**config.mk**
```make
export PLATFORM = sky130hd
export DESIGN_NAME = red_pitaya_asg_sweep
export DESIGN_NICKNAME = d
export VERILOG_FILES = /design/src/rtl/red_pitaya_asg_sweep.sv
export SDC_FILE = /design/constraint.sdc
export NUM_CORES = 2
export LEC_CHECK = 0
export ABC_AREA = 1
export BUFFER_PORTS_ARGS = -buffer_cell sky130_fd_sc_hd__buf_2
export CAP_MARGIN = 15
export CORE_AREA = 3 3 333 335
export DETAILED_ROUTE_END_ITERATION = 10
export DIE_AREA = 0 0 336 338
export PLACE_DENSITY_LB_ADDON = 0.12
export SLEW_MARGIN = 20
export SYNTH_ARGS = -nofsm -noshare
export SYNTH_HDL_FRONTEND = slang
export SYNTH_SLANG_ARGS = --single-unit
```
**constraint.sdc**
```tcl
create_clock -name dac_clk_i -period 9.53 [get_ports dac_clk_i]
set_clock_uncertainty 0.1 [all_clocks]
set_input_delay 0.4765 -clock dac_clk_i [delete_from_list [all_inputs] [get_ports dac_clk_i]]
set_output_delay 0.4765 -clock dac_clk_i [all_outputs]
set_load 0.05 [all_outputs]
```
**src/rtl/red_pitaya_asg_sweep.sv**
```systemverilog
// Frequency-sweep scheduler for one ASG channel: walks the phase increment from a
// start value to a stop value in fixed steps, holding each value for a programmable dwell.
module red_pitaya_asg_sweep #(
  parameter int RSZ      = 14,
  parameter int STEP_W   = RSZ + 16 + 32,
  parameter int TICK_DIV = 125
) (
  input  logic              dac_clk_i,
  input  logic              dac_rst_i,
  input  logic              cfg_start_i,
  input  logic              cfg_stop_i,
  input  logic              cfg_mode_i,
  input  logic [STEP_W-1:0] cfg_start_step_i,
  input  logic [STEP_W-1:0] cfg_stop_step_i,
  input  logic [STEP_W-1:0] cfg_incr_i,
  input  logic [31:0]       cfg_dwell_i,
  input  logic [15:0]       cfg_nsweep_i,
  output logic [STEP_W-1:0] step_o,
  output logic              step_vld_o,
  output logic              trig_o,
  output logic              busy_o,
  output logic              done_o,
  output logic              err_o,
  output logic [15:0]       sweep_cnt_o
);

  localparam int TW = (TICK_DIV > 1) ? $clog2(TICK_DIV) : 1;

  typedef enum logic {S_IDLE, S_RUN} state_t;
  state_t r_state, w_state_nxt;

  logic [STEP_W-1:0] r_step, r_start, r_stop, r_incr;
  logic [31:0]       r_dwell, r_dwell_cnt;
  logic [15:0]       r_nsweep, r_sweep_cnt;
  logic [TW-1:0]     r_tick;
  logic              r_mode, r_up, r_leg;
  logic              r_vld, r_trig, r_done, r_err;

  // One step toward tgt, computed one bit wider so a full-scale step clamps instead of wrapping.
  function automatic logic [STEP_W-1:0] f_next(input logic [STEP_W-1:0] step,
                                               input logic [STEP_W-1:0] tgt,
                                               input logic [STEP_W-1:0] inc,
                                               input logic              up);
    logic [STEP_W:0] sum;
    logic [STEP_W:0] diff;
    sum  = {1'b0, step} + {1'b0, inc};
    diff = {1'b0, step} - {1'b0, tgt};
    if (up) f_next = (sum >= {1'b0, tgt}) ? tgt : sum[STEP_W-1:0];
    else    f_next = (diff <= {1'b0, inc}) ? tgt : step - inc;
  endfunction

  logic              w_idle, w_run, w_start_req, w_cfg_bad, w_accept, w_reject;
  logic              w_tick_last, w_expire, w_at_tgt, w_sweep_end, w_finish;
  logic [31:0]       w_dwell_m1;
  logic [15:0]       w_cnt_inc;
  logic [STEP_W-1:0] w_target, w_target_sw;

  assign w_idle      = (r_state == S_IDLE);
  assign w_run       = (r_state == S_RUN);
  assign w_start_req = cfg_start_i & ~cfg_stop_i & w_idle;
  assign w_cfg_bad   = (cfg_incr_i == '0) && (cfg_start_step_i != cfg_stop_step_i);
  assign w_accept    = w_start_req & ~w_cfg_bad;
  assign w_reject    = w_start_req & w_cfg_bad;

  // r_leg=0 heads toward stop, r_leg=1 heads back toward start (triangle only).
  assign w_target    = r_leg ? r_start : r_stop;
  assign w_target_sw = r_leg ? r_stop  : r_start;
  assign w_dwell_m1  = (r_dwell == 32'd0) ? 32'd0 : r_dwell - 32'd1;
  assign w_tick_last = (r_tick == TW'(TICK_DIV - 1));
  assign w_expire    = w_run & ~cfg_stop_i & w_tick_last & (r_dwell_cnt == w_dwell_m1);
  assign w_at_tgt    = (r_step == w_target);
  assign w_sweep_end = w_expire & w_at_tgt;
  assign w_cnt_inc   = (r_sweep_cnt == 16'hFFFF) ? r_sweep_cnt : r_sweep_cnt + 16'd1;
  assign w_finish    = w_sweep_end && (r_nsweep != 16'd0) && (w_cnt_inc == r_nsweep);

  always_ff @(posedge dac_clk_i or posedge dac_rst_i) begin
    if (dac_rst_i) r_state <= S_IDLE;
    else           r_state <= w_state_nxt;
  end

  always_comb begin
    w_state_nxt = r_state;
    case (r_state)
      S_IDLE: if (w_accept) w_state_nxt = S_RUN;
      S_RUN:  if (cfg_stop_i || w_finish) w_state_nxt = S_IDLE;
      default: w_state_nxt = S_IDLE;
    endcase
  end

  always_ff @(posedge dac_clk_i or posedge dac_rst_i) begin
    if (dac_rst_i) begin
      r_step      <= '0;
      r_start     <= '0;
      r_stop      <= '0;
      r_incr      <= '0;
      r_dwell     <= '0;
      r_dwell_cnt <= '0;
      r_nsweep    <= '0;
      r_sweep_cnt <= '0;
      r_tick      <= '0;
      r_mode      <= 1'b0;
      r_up        <= 1'b0;
      r_leg       <= 1'b0;
      r_vld       <= 1'b0;
      r_trig      <= 1'b0;
      r_done      <= 1'b0;
      r_err       <= 1'b0;
    end else begin
      r_vld  <= 1'b0;
      r_trig <= 1'b0;
      r_done <= 1'b0;
      r_err  <= 1'b0;
      if (w_accept) begin
        r_start     <= cfg_start_step_i;
        r_stop      <= cfg_stop_step_i;
        r_incr      <= cfg_incr_i;
        r_dwell     <= cfg_dwell_i;
        r_nsweep    <= cfg_nsweep_i;
        r_mode      <= cfg_mode_i;
        r_up        <= (cfg_stop_step_i >= cfg_start_step_i);
        r_leg       <= 1'b0;
        r_step      <= cfg_start_step_i;
        r_sweep_cnt <= '0;
        r_tick      <= '0;
        r_dwell_cnt <= '0;
        r_vld       <= 1'b1;
        r_trig      <= 1'b1;
      end else if (w_reject) begin
        r_err <= 1'b1;
      end else if (w_run && !cfg_stop_i) begin
        if (w_expire) begin
          r_tick      <= '0;
          r_dwell_cnt <= '0;
          if (!w_at_tgt) begin
            r_step <= f_next(r_step, w_target, r_incr, r_up);
            r_vld  <= 1'b1;
          end else begin
            r_sweep_cnt <= w_cnt_inc;
            if (w_finish) begin
              r_done <= 1'b1;
            end else if (!r_mode) begin
              r_step <= r_start;
              r_vld  <= 1'b1;
              r_trig <= 1'b1;
            end else begin
              r_leg  <= ~r_leg;
              r_up   <= ~r_up;
              r_step <= f_next(r_step, w_target_sw, r_incr, ~r_up);
              r_vld  <= 1'b1;
            end
          end
        end else if (w_tick_last) begin
          r_tick      <= '0;
          r_dwell_cnt <= r_dwell_cnt + 32'd1;
        end else begin
          r_tick <= r_tick + TW'(1);
        end
      end
    end
  end

  assign step_o      = r_step;
  assign step_vld_o  = r_vld;
  assign trig_o      = r_trig;
  assign busy_o      = w_run;
  assign done_o      = r_done;
  assign err_o       = r_err;
  assign sweep_cnt_o = r_sweep_cnt;

endmodule

```
==> run_results.csv <==
group,metric,value,unit
outcome,status,"complete, no violations",
drt,wl,264000,um
timing,rsz0062_at_grt,"false",
floorplan,die_y,338,um
timing,drv_slew,0,
drt,vias,59500,
clock_tree,clock-sinks,359,
layout,area.growth.synth_to_final,13.8,%
yosys,synth_edf_count,0,
floorplan,io_pins,322,
clock_tree,cts_tree,"built",
timing,finalSetupViolCount,0,
drt,viasPerCell,6.02,
timing,min_period,8.98,ns
timing,slew_headroom,12.0,%
clock_tree,post-cts-setup-buffers,0,
clock_tree,root_buffer,"clkbuf_16",
critical_path,cpMaxStageDelayCell,"o21ai_0",
placed_design,io_buffers,321,
yosys,syn-num-nets,8819,
placed_design,place.detailed.hpwl,214000,um
yosys,synthCells,8011,
layout,stdcell_area,0.0553,mm2
clock_tree,clkTransAtPathRegs,0.06,ns
clock_tree,cts_buffer_depth,3,
critical_path,endpoint_kind,"flip-flop",
timing,hold_viol,0,
yosys,synth_ff_type,"dfrtp_1",
layout,layout.nets,9227,
clock_tree,numCtsBuffers,48,
grt,antenna_found_initial,27,
grt,grt_pass1_vias,56200,
critical_path,slowest_delay,0.99,ns
floorplan,start_util,44.9,%
clock_tree,cts_max_level,2,
timing,finalSetupTns,0,ns
yosys,ys_warn_count,0,
critical_path,path_buf_inv,4,
floorplan,die-width,336,um
drt,first_iter_violations,7735,
layout,layout-drive-gt1-share,7.66,%
grt,grtUsageTotal,44.9,%
clock_tree,clk_latency,0.67,ns
timing,finalCritPeriodShare,94.2,%
yosys,post_synth_num_cell_types,68,
timing,worst_pin_slew,1.31,ns
critical_path,worst_setup_path_start_kind,"flip-flop",
yosys,synth_area,0.0486,mm2
drt,ant_nets,0,
placed_design,gp_congestion,1.11,
critical_path,crit_path_max_fanout,91,
placed_design,placed_area,0.0521,mm2
floorplan,core_area,0.108,mm2
critical_path,cp.required,9.99,ns
critical_path,crit_top_cell,"nand2_1",
yosys,synth_seq_cells,359,
timing,max_freq,111,MHz
drt,wire_per_inst,26.8,um
critical_path,worst_path_dominant_cell_family,"simple AND/OR/NAND/NOR gates",
drt,drc_errors,0,
critical_path,critPathKind,"flip-flop to flip-flop",
drt,drtPass1Iterations,7,
floorplan,dieArea,0.114,mm2
floorplan,row_count,121,
yosys,seq_area_frac_synth,18.5,%
critical_path,critPathArrivalTime,9.44,ns
grt,grt_overflow,0,
grt,grt_pass1_wl,374000,um
run,drv_cap,0,
worst_hold_path,holdCritPathClass,"input port to flip-flop",
grt,grt_max_degree,92,
yosys,synth-async-reset-ratio,100,%
yosys,synth_area_per_cell,6.07,um2
layer usage:
metal  wire length [um]  track usage, %  part of all wire [%]  vias to the layer above
met2             108000            66.1                    41                     3738
li1                   -               -                     -                    27100
met4              17300            24.6                   6.6                       14
met1             103000            57.0                    39                    28000
met3              35900            16.2                    14                      717
met5                 98               0                 0.037                        -
worst paths after layout:
kind	cells past startpoint	endpoint	from	slack (ns)
max reg2reg	36	step_o[14]	r_leg	0.55
min in group asynchronous	3	r_dwell_cnt[18]	dac_rst_i	0.34
min reg2reg	2	r_stop[49]	r_stop[49]	0.40
min	3	r_incr[22]	cfg_incr_i[22]	0.01
max in group asynchronous	5	r_incr[37]	dac_rst_i	6.83
max	36	step_o[14]	r_leg	0.55
metrics by stage:
step                      utilization, %  hold WS, ns  setup WS [ns]  instances
after CTS                           51.0      0.00145          0.871       9873
after global routing                51.0       0.0340          0.339       9873
final                               51.1       0.0142          0.554       9879
after floorplan                        -        0.358           3.74       8011
after detailed placement            48.1        0.382          0.900       9636
after global placement              48.1        0.384          0.770       9636
cell usage in the layout (no fill, tap or decap), drive strengths merged, types with 148 or more instances in the layout:
master,Yosys,routed
inv,1064,1067
xor2,220,220
nand3,665,665
dfrtp,359,359
ha,565,565
o21ai,497,497
a21oi,632,632
nor2,872,872
nand2,2165,2165
nand4,148,148
buf,114,469
repair_timing:
item / in CTS / in global routing
hold buffers: 147 / 0
hold endpoints to repair: 166 / 0
resized for setup: 0 / 0
worst reg2reg max path: cells and delay by family (launching register included):
family	cells	cell delay, ns
AO/OA/AOI/OAI	4	1.93
XOR/XNOR	1	0.17
adder cells (fa/ha/maj)	2	0.80
flip-flops	1	0.83
AND/OR/NAND/NOR	25	3.75
buffers and inverters	4	1.30
cell type report:
| type | count | area [um2] |
|---|---|---|
| antenna | 6 | 15.0 |
| tap | 1414 | 1770 |
| clock buffer | 61 | 1330 |
| sequential | 359 | 8990 |
| inverter | 1065 | 4010 |
| clock inverter | 29 | 382 |
| multi-input combinational | 6329 | 34600 |
| timing repair buffer | 616 | 4250 |
| fill | 11300 | 53100 |
Yosys cell counts (9+ instances only):
master | number | share of area, %
dfrtp_1 | 359 | 18
o31ai_1 | 13 | 0.20
o21bai_1 | 100 | 1.5
o21a_1 | 24 | 0.37
nor4_1 | 42 | 0.54
nand2_1 | 2154 | 17
a211oi_1 | 9 | 0.14
a21boi_0 | 12 | 0.19
or2_0 | 31 | 0.40
inv_1 | 1049 | 8.1
and3_1 | 12 | 0.15
nand4_1 | 146 | 1.9
ha_1 | 565 | 15
o21ai_0 | 491 | 5.1
nor2_2 | 9 | 0.12
xor2_1 | 220 | 4.0
buf_2 | 60 | 0.62
or2_2 | 15 | 0.19
nand3b_1 | 13 | 0.20
nor3_1 | 72 | 0.74
clkbuf_1 | 142 | 1.1
nand3_1 | 659 | 6.8
xnor2_1 | 51 | 0.92
o211ai_1 | 41 | 0.63
inv_2 | 14 | 0.11
nand2_2 | 10 | 0.13
nor2_1 | 854 | 6.6
o22ai_1 | 33 | 0.42
a31oi_1 | 33 | 0.42
a21oi_1 | 631 | 6.5
a21o_1 | 21 | 0.32
buf_1 | 40 | 0.31
sequential cells by signal, indices dropped and copies added, names as in the netlist:
name and flops:
busy_o 1, done_o 1, err_o 1, r_dwell 32
r_dwell_cnt 32, r_incr 62, r_leg 1, r_mode 1
r_nsweep 16, r_start 62, r_stop 62, r_tick 7
r_up 1, step_o 62, step_vld_o 1, sweep_cnt_o 16
trig_o 1
cell families after synthesis:
family | share of synthesized area, %
simple gates | 35.1
compound gates | 16.3
buf+inv | 10.5
fa+ha+maj | 14.7
flops | 18.5
xor+xnor | 4.88
mux | 0.0206
Power is not shown: default switching activity piles up to over one toggle a cycle in this logic, so the estimate is an artifact.
